[config.mk]
export PLATFORM = sky130hd
export DESIGN_NAME = serv_dbg_rf_shadow_flat
export DESIGN_NICKNAME = d
export VERILOG_FILES = /design/src/rtl/serv_dbg_rf_shadow_if.sv /design/src/rtl/serv_dbg_rf_shadow.sv /design/src/flat_wrapper.sv
export SDC_FILE = /design/constraint.sdc
export NUM_CORES = 1
export LEC_CHECK = 0
export ABC_AREA = 0
export BUFFER_PORTS_ARGS = -buffer_cell sky130_fd_sc_hd__buf_2
export CORE_MARGIN = 1
export CORE_UTILIZATION = 65
export CTS_BUF_LIST = sky130_fd_sc_hd__clkbuf_2
export DETAILED_ROUTE_END_ITERATION = 10
export PLACE_DENSITY_LB_ADDON = 0.12
export SYNTH_ARGS = -nofsm -noshare
export SYNTH_HDL_FRONTEND = slang
export SYNTH_SLANG_ARGS = --single-unit
[constraint.sdc]
create_clock -name clk -period 3.9 [get_ports clk]
set_input_delay 0.78 -clock clk [delete_from_list [all_inputs] [get_ports clk]]
set_output_delay 0.78 -clock clk [all_outputs]
set_load 0.005 [all_outputs]
[src/rtl/serv_dbg_rf_shadow_if.sv]
// Debugger abstract-register read channel: req held until a one-cycle ack carrying data/valid.
interface serv_dbg_rf_shadow_if;
  logic        rd_req;
  logic [4:0]  rd_regno;
  logic        rd_ack;
  logic [31:0] rd_data;
  logic        rd_valid;

  modport master (output rd_req, rd_regno, input rd_ack, rd_data, rd_valid);
  modport slave  (input rd_req, rd_regno, output rd_ack, rd_data, rd_valid);
endinterface

[src/rtl/serv_dbg_rf_shadow.sv]
// Shadow copy of x0..x31 rebuilt from the serv RF write-snoop stream; serves debugger reads
// with a 2-cycle ack, stalling a read only while that same register is mid-write.
module serv_dbg_rf_shadow #(
  parameter int RF_WIDTH = 8,
  parameter int NUM_REGS = 32
) (
  input  logic                clk,
  input  logic                i_rst,
  input  logic [5:0]          i_dbg_rf_waddr,
  input  logic                i_dbg_rf_w1wren,
  input  logic                i_dbg_rf_we,
  input  logic [RF_WIDTH-1:0] i_dbg_rf_wdata,
  serv_dbg_rf_shadow_if.slave io_rd
);
  localparam int BEATS = 32 / RF_WIDTH;
  localparam int BW    = (BEATS > 1) ? $clog2(BEATS) : 1;
  localparam int IW    = (NUM_REGS > 1) ? $clog2(NUM_REGS) : 1;
  localparam logic [BW-1:0] LAST = BW'(BEATS - 1);

  typedef enum logic [1:0] {IDLE, WAIT, RESP, DONE} state_t;

  logic [BW-1:0]       r_bcnt;
  logic [31:0]         r_buf;
  logic [5:0]          r_idx;
  logic                r_cpend;
  logic [5:0]          r_cidx;
  logic [31:0]         r_cdata;
  logic [31:0]         r_shadow [NUM_REGS];
  logic [NUM_REGS-1:0] r_valid;
  state_t              r_state;
  state_t              w_state_nxt;
  logic                r_ack;
  logic [31:0]         r_rd_data;
  logic                r_rd_valid;

  logic        w_beat;
  logic        w_first;
  logic        w_last;
  logic        w_drop;
  logic        w_commit;
  logic        w_conflict;
  logic [5:0]  w_cur_idx;
  logic [5:0]  w_rd_idx;
  logic [31:0] w_full;
  logic [31:0] w_rd_data;
  logic        w_rd_valid;

  assign w_beat    = i_dbg_rf_we & i_dbg_rf_w1wren;
  assign w_first   = w_beat & (r_bcnt == '0);
  assign w_last    = (r_bcnt == LAST);
  assign w_drop    = !i_dbg_rf_w1wren & (r_bcnt != '0);
  assign w_cur_idx = (r_bcnt == '0) ? i_dbg_rf_waddr : r_idx;
  assign w_rd_idx  = {1'b0, io_rd.rd_regno};
  assign w_commit  = r_cpend & (r_cidx != 6'd0) & (int'(r_cidx) < NUM_REGS);
  // A read must stall while its register is between beat 0 and the final beat.
  assign w_conflict = ((r_bcnt != '0) & (r_idx == w_rd_idx)) |
                      (w_first & (i_dbg_rf_waddr == w_rd_idx));

  always_comb begin
    w_full = r_buf;
    w_full[int'(r_bcnt) * RF_WIDTH +: RF_WIDTH] = i_dbg_rf_wdata;
  end

  always_ff @(posedge clk) begin
    if (i_rst) begin
      r_bcnt  <= '0;
      r_buf   <= '0;
      r_idx   <= '0;
      r_cpend <= 1'b0;
      r_cidx  <= '0;
      r_cdata <= '0;
    end else begin
      r_cpend <= w_beat & w_last;
      if (w_beat) begin
        r_buf <= w_full;
        if (w_first) r_idx <= i_dbg_rf_waddr;
        if (w_last) begin
          r_bcnt  <= '0;
          r_cidx  <= w_cur_idx;
          r_cdata <= w_full;
        end else begin
          r_bcnt <= r_bcnt + 1'b1;
        end
      end else if (w_drop) begin
        r_bcnt <= '0;
        r_buf  <= '0;
      end
    end
  end

  // Storage is never cleared; r_valid masks stale contents.
  always_ff @(posedge clk) begin
    if (w_commit) r_shadow[IW'(r_cidx)] <= r_cdata;
  end

  always_ff @(posedge clk) begin
    if (i_rst)         r_valid <= '0;
    else if (w_commit) r_valid[IW'(r_cidx)] <= 1'b1;
  end

  always_comb begin
    w_rd_data  = '0;
    w_rd_valid = 1'b0;
    if (io_rd.rd_regno == 5'd0) begin
      w_rd_valid = 1'b1;
    end else if (int'(io_rd.rd_regno) < NUM_REGS) begin
      if (w_commit & (r_cidx == w_rd_idx)) begin
        w_rd_data  = r_cdata;
        w_rd_valid = 1'b1;
      end else if (r_valid[IW'(io_rd.rd_regno)]) begin
        w_rd_data  = r_shadow[IW'(io_rd.rd_regno)];
        w_rd_valid = 1'b1;
      end
    end
  end

  always_ff @(posedge clk) begin
    if (i_rst) r_state <= IDLE;
    else       r_state <= w_state_nxt;
  end

  always_comb begin
    w_state_nxt = r_state;
    case (r_state)
      IDLE:    if (io_rd.rd_req) w_state_nxt = w_conflict ? WAIT : RESP;
      WAIT:    if (!w_conflict) w_state_nxt = RESP;
      RESP:    w_state_nxt = DONE;
      DONE:    if (!io_rd.rd_req) w_state_nxt = IDLE;
      default: w_state_nxt = IDLE;
    endcase
  end

  always_ff @(posedge clk) begin
    if (i_rst) begin
      r_ack      <= 1'b0;
      r_rd_data  <= '0;
      r_rd_valid <= 1'b0;
    end else begin
      r_ack <= (r_state == RESP);
      if (r_state == RESP) begin
        r_rd_data  <= w_rd_data;
        r_rd_valid <= w_rd_valid;
      end
    end
  end

  assign io_rd.rd_ack   = r_ack;
  assign io_rd.rd_data  = r_rd_data;
  assign io_rd.rd_valid = r_rd_valid;
endmodule

[src/flat_wrapper.sv]
// flat-port wrapper written by rule: the top's interface ports become plain ports
module serv_dbg_rf_shadow_flat 
#(
  parameter int RF_WIDTH = 8,
  parameter int NUM_REGS = 32
)
  (clk, i_rst, i_dbg_rf_waddr, i_dbg_rf_w1wren, i_dbg_rf_we, i_dbg_rf_wdata, io_rd_rd_req, io_rd_rd_regno, io_rd_rd_ack, io_rd_rd_data, io_rd_rd_valid);
  serv_dbg_rf_shadow_if io_rd_i ();
  input  logic clk;
  input  logic i_rst;
  input  logic [5:0] i_dbg_rf_waddr;
  input  logic i_dbg_rf_w1wren;
  input  logic i_dbg_rf_we;
  input  logic [RF_WIDTH-1:0] i_dbg_rf_wdata;
  input wire logic [$bits(io_rd_i.rd_req)-1:0] io_rd_rd_req;
  input wire logic [$bits(io_rd_i.rd_regno)-1:0] io_rd_rd_regno;
  output wire logic [$bits(io_rd_i.rd_ack)-1:0] io_rd_rd_ack;
  output wire logic [$bits(io_rd_i.rd_data)-1:0] io_rd_rd_data;
  output wire logic [$bits(io_rd_i.rd_valid)-1:0] io_rd_rd_valid;
  assign io_rd_i.rd_req = io_rd_rd_req;
  assign io_rd_i.rd_regno = io_rd_rd_regno;
  assign io_rd_rd_ack = io_rd_i.rd_ack;
  assign io_rd_rd_data = io_rd_i.rd_data;
  assign io_rd_rd_valid = io_rd_i.rd_valid;
  serv_dbg_rf_shadow #(.RF_WIDTH(RF_WIDTH), .NUM_REGS(NUM_REGS)) u_core (.clk(clk), .i_rst(i_rst), .i_dbg_rf_waddr(i_dbg_rf_waddr), .i_dbg_rf_w1wren(i_dbg_rf_w1wren), .i_dbg_rf_we(i_dbg_rf_we), .i_dbg_rf_wdata(i_dbg_rf_wdata), .io_rd(io_rd_i));
endmodule
== After elaboration in Yosys (flattened, before gate mapping) ==
Memory sizes are Yosys's and may differ from the RTL's.
Cells that the tools add are included.

* Input bits: 24
* Memory bits (writable): 1024
* Logic and storage cells: 76
* Flip-flop bits (word level): 147
* Memories kept: 1

* Equality and inequality tests: 10
* $lt $le $gt $ge: 4
* $add $sub $neg: 2
* Shift operators: 2
* Bitwise operators: 11
* Reductions and logical operators: 11
* Mux-type cells: 24

{| class="wikitable"
|+ Memory list
! memory !! words !! width !! read ports !! clocked after Yosys merged registers in !! write ports !! RTL line !! RTL
|-
| u_core.r_shadow || 32 || 32 || 1 || 0 || 1 || serv_dbg_rf_shadow.sv:28 || <nowiki>logic [31:0] r_shadow [NUM_REGS];</nowiki>
|}

{| class="wikitable"
|+ Operators by type and width
! cell !! number
|-
| $mux W32 || 5
|-
| $neg A5 Y33 || 1
|-
| $shift A8 B33 Y32 const A || 1
|-
| $shiftx A8 B33 Y32 || 1
|-
| $bwmux W32 || 1
|-
| $or A32 B32 Y32 || 1
|-
| $eq A6 B5 Y1 || 3
|-
| $mux W2 || 7
|-
| $lt A5 B6 Y1 const B || 2
|-
| $and A1 B1 Y1 || 9
|-
| $pmux W2 S4 || 1
|-
| $mux W1 || 7
|-
| $eq A2 B2 Y1 const B || 3
|-
| $lt A6 B6 Y1 const B || 1
|-
| $mux W6 || 1
|-
| $ne A2 B2 Y1 const B || 3
|-
| $reduce_bool A6 Y1 || 1
|-
| $bmux W1 S5 || 1
|-
| $demux W1 S5 || 1
|-
| $ge A5 B1 Y1 const B || 1
|-
| $logic_not A5 Y1 || 1
|-
| $logic_not A2 Y1 || 2
|-
| $reduce_and A2 Y1 || 2
|-
| $reduce_bool A2 Y1 || 2
|-
| other kinds (6) || 6
|}

== Depth between registers and ports, before layout ==
* Word-level depth: 7
* Mapped depth: 10
* Depth with buffers taken out: 8

== Worst setup path before layout ==
No wires, ideal clock.

* Kind: register -> register
* From: register u_core.r_cidx[5]
* To: memory u_core.r_shadow[11][0], enable pin
* Buffers on the path: 0
* Data arrival time: 3.101 ns
* Cell stages (with the launch flop): 5
* Clock period less this slack: 3.565 ns
* Slack: 0.335 ns
* Cells stage by stage: dfxtp_1 nand2b_1 nor2_1 nand3_1 nor3_1

* Longest elaborated chain between the ends: 5
* Elaborated cells on any way between the ends: 6
* Classes of those cells: order compare: 1; mux: 2; bitwise: 2; reduce/logical: 1

{| class="wikitable"
|+ Ends and longest elaborated chain
! what !! RTL line !! RTL
|-
| start, declared || serv_dbg_rf_shadow.sv:26 || <nowiki>logic [5:0] r_cidx;</nowiki>
|-
| start signal, assigned || serv_dbg_rf_shadow.sv:79 || <nowiki>r_cidx <= w_cur_idx;</nowiki>
|-
| parallel branches: the longest is 2 deep, another holds $lt A6 B6 Y1 || n/a ||
|-
| $and A1 B1 Y1 * || serv_dbg_rf_shadow.sv:54 || <nowiki>assign w_commit = r_cpend & (r_cidx != 6'd0) & (int'(r_cidx) < NUM_REGS);</nowiki>
|-
| $mux W1 * || serv_dbg_rf_shadow.sv:93 || <nowiki>if (w_commit) r_shadow[IW'(r_cidx)] <= r_cdata;</nowiki>
|-
| $mux W1 (not written as such) * || serv_dbg_rf_shadow.sv:93 ||
|-
| end, declared || serv_dbg_rf_shadow.sv:28 ||
|}

Mark *: on every way between the ends.

== Final worst setup path ==
* From: register u_core.r_bcnt[0]
* To: register u_core.r_cdata[3]

* Longest elaborated chain between the ends: 3
* Elaborated cells on any way between the ends: 6
* Classes of those cells: add/sub: 1; eq/ne: 1; shift: 2; mux: 1; reduce/logical: 1

{| class="wikitable"
|+ Ends and longest elaborated chain
! what !! RTL line !! RTL
|-
| start, declared || serv_dbg_rf_shadow.sv:22 || <nowiki>logic [BW-1:0] r_bcnt;</nowiki>
|-
| start signal, assigned || serv_dbg_rf_shadow.sv:82 || <nowiki>r_bcnt <= r_bcnt + 1'b1;</nowiki>
|-
| $neg A5 Y33 || serv_dbg_rf_shadow.sv:61 || <nowiki>w_full[int'(r_bcnt) * RF_WIDTH +: RF_WIDTH] = i_dbg_rf_wdata;</nowiki>
|-
| $shiftx A8 B33 Y32 or $shift A8 B33 Y32 (tied branches) || serv_dbg_rf_shadow.sv:61 ||
|-
| $bwmux W32 || serv_dbg_rf_shadow.sv:61 ||
|-
| end signal, assigned || serv_dbg_rf_shadow.sv:80 || <nowiki>r_cdata <= w_full;</nowiki>
|-
| end, declared || serv_dbg_rf_shadow.sv:27 || <nowiki>logic [31:0] r_cdata;</nowiki>
|}

Parallel ways exist; a longest one is shown, timed or not.
A chain may end at the register's enable or synchronous reset.

==> summary.txt <==
STA
  – RSZ-0062 raised after global routing: no
  – Final setup vio count: 0
  – Hold Violations, Final: 0
  – Relative slew margins: between 10% and 20%
  – Worst-Margin Slew: between 1000 and 1500 ps
  – Max-slew violation count: 0
  – Fmax: ~320 MHz
  – Min Tclk post-route: 3170 ps
  – Setup TNS: 0 ps
  – Hold_ws: 185 ps
  – Clock Skews: between 90 and 100 ps
  – Final period util: roughly four fifths

Floorplan
  – Core ar.: 68800 um^2
  – Die Wd: around 270 um
  – IO Pins: slightly below 60
  – Die ar.: about 71000 um^2
  – Site Rows: 96
  – Starting Density: ~66%
  – Die height: roughly 270 um

Setup path
  – Critical path class: flip-flop to flip-flop
  – Critical path arrival: ~4500 ps
  – Worst Setup End Kind: flip-flop
  – CP max FO: 9
  – Worst EP required: between 5000 and 6000 ps
  – Setup crit start kind: flip-flop

Run status
  – Outcome: finished clean

Yosys
  – Async SR Flop Fraction: 0%
  – Synthesis Warnings: 0
  – Synth top area cells: edfxtp_1 68%, mux4_2 12%, dfxtp_1 6.5%, mux4_1 1.4%, o22ai_1 1.3%
  – Register area share after synthesis: between 70% and 80%
  – Unique cell type count in the Yosys netlist: 54
  – Post-synth EDFFs: around 1000
  – Dominant synthesized flop cell: edfxtp_1
  – Area leader, netlist: edfxtp_1
  – Post-Syn Instances: around 2300
  – Post-Syn Area: 45300 um^2
  – Top cell type's share of synthesized area: approximately two thirds
  – Avg Cell Area, Syn: between 15 and 20 um^2
  – Yosys reg bits: ~1200

Global routing
  – Total congestion overflow: 0
  – Pin count of the biggest net entering global routing: 82
  – Vias in the first global route: roughly 25000
  – Initial antenna violation count: 3
  – First-pass GRT wire length: between 150000 and 200000 um
  – Total track usage: around 32%

Finish
  – Layout cells sized above 1: between 30% and 40%
  – Net count, final: ~2700
  – Area grow syn2layout: 10.8%
  – Filler cells: 4207
  – Final instance area: between 50000 and 60000 um^2
  – Post-layout util: 73.0%

Clock tree
  – Skew-Pair Late Insertion Delay: about 1400 ps
  – Post_cts resized: 0
  – CTS clock-pin slew for the worst setup and hold paths: 110 ps
  – Clk sinks: roughly 1200
  – Setup Fix Bufs, Post-CTS: 0
  – CTS Buf Count: about 300
  – CTS tree: built
  – Root Driver: clkbuf_2
  – Cts hold-fix bufs: 34
  – H-tree depth: 5
  – Largest buffer count on any clock path: 4

Placement
  – Routability congestion estimate from global placement: 0.863
  – HPWL after DPL: between 60000 and 70000 um
  – Placed cell areas: approximately 47000 um^2
  – Buffers on Ports: 57

Detailed routing
  – Routed Antenna Nets: 0
  – Drt pass-1 iters: 5
  – DRC Markers: 0
  – 1st-iter DRT viols: around 3100
  – Wirelength, routed: roughly 110000 um
  – Routed WL per cell: between 20 and 30 um
  – Vias per inst: about 6.6
  – Vias: ~25000

Power and ir drop
  – Power Density: 455 nW/um^2
  – Peak supply drop: 383 uV
  – Static Leakage: ~0.014 uW

Flow run
  – Max-cap violations: 0

Worst hold path
  – Hold crit path type: primary input to flip-flop
## Yosys cell counts, types with 34 or more instances
master,instances
nand2b_1,38
nor2_1,156
nand2_1,83
mux2i_1,47
edfxtp_1,1024
o22ai_1,94
clkbuf_1,60
a311oi_1,34
mux4_2,241
a22oi_1,34
buf_2,42
dfxtp_1,147
nor2b_1,38
a21oi_1,69
## path summary, 6_finish.rpt
check                          from                        to  slack (ps)  cells after the start
hold reg to reg   u_core.r_valid[1]         u_core.r_valid[1]         470                      1
hold / removal    io_rd_rd_regno[1]  u_core.io_rd.rd_data[30]         180                      4
setup / recovery   u_core.r_bcnt[0]         u_core.r_cdata[3]         730                      6
setup reg to reg   u_core.r_bcnt[0]         u_core.r_cdata[3]         730                      6
## metrics by stage
step	instances	worst slack, ps	total power, uW
final	3850	735	22800
after global routing	3850	507	23700
after CTS	3846	849	22900
after detailed placement	3306	764	15100
after global placement	3306	794	15000
after floorplan	2377	335	14700
## report_power, final
group	total, uW	switching [uW]	internal [uW]
Clock	8010	4680	3330
Sequential	13500	31.6	13400
Combinational	1340	817	520
## cell type report
type / count / area, um^2 / share of cell area, %
clock inverter: 60 / 358 / 0.713
sequential: 1171 / 33700 / 67.1
clock buffer: 446 / 2230 / 4.44
multi-input combinational: 1051 / 11100 / 22.2
antenna: 4 / 10.0 / 0.0199
tap: 931 / 1160 / 2.32
timing repair buffer: 178 / 1590 / 3.17
inverter: 9 / 33.8 / 0.0673
## state kept, by name (all words and copies together), names as in the netlist
register               flops
u_core.io_rd.rd_ack        1
u_core.io_rd.rd_data      32
u_core.io_rd.rd_valid      1
u_core.r_bcnt              2
u_core.r_buf              32
u_core.r_cdata            32
u_core.r_cidx              6
u_core.r_cpend             1
u_core.r_idx               6
u_core.r_shadow         1024
u_core.r_state             2
u_core.r_valid            32
## cell usage in the layout, fill, tap and decap left out, types with 47 or more instances in the layout
cell | netlist | final
nor2_1 | 156 | 125
dfxtp_1 | 147 | 147
nand2_1 | 83 | 81
a21oi_1 | 69 | 69
clkinv_1 | 0 | 47
buf_2 | 42 | 53
mux4_2 | 241 | 241
buf_4 | 11 | 66
o22ai_1 | 94 | 94
mux2i_1 | 47 | 47
edfxtp_1 | 1024 | 1024
clkbuf_2 | 1 | 446
## per-layer routing
metal  track usage (%)  wire length (um)  vias up
met5             0.554                52        -
met4              11.4              2960        2
met3              8.50             12700      208
met2              50.0             53300     1636
met1              45.6             42700    12980
li1                  -                 -    10495
## critical path: stages, from the launching register on
cell           delay (ps)
dfxtp_1               410
inv_1                 200
ha_1                  430
nor4bb_2              960
nand2_1               180
a311oi_1              340
dlygate4sd3_1         590
## logic make-up after synthesis
family | after synthesis | share of synthesized area [%]
compound gates | 304 | 4.61
xor+xnor | 15 | 0.290
fa+ha+maj | 10 | 0.276
buf+inv | 155 | 2.00
flops | 1171 | 74.3
mux | 313 | 14.4
other cells | 1 | 0.00827
simple gates | 377 | 4.08
Power figures use the tool's default switching activity.
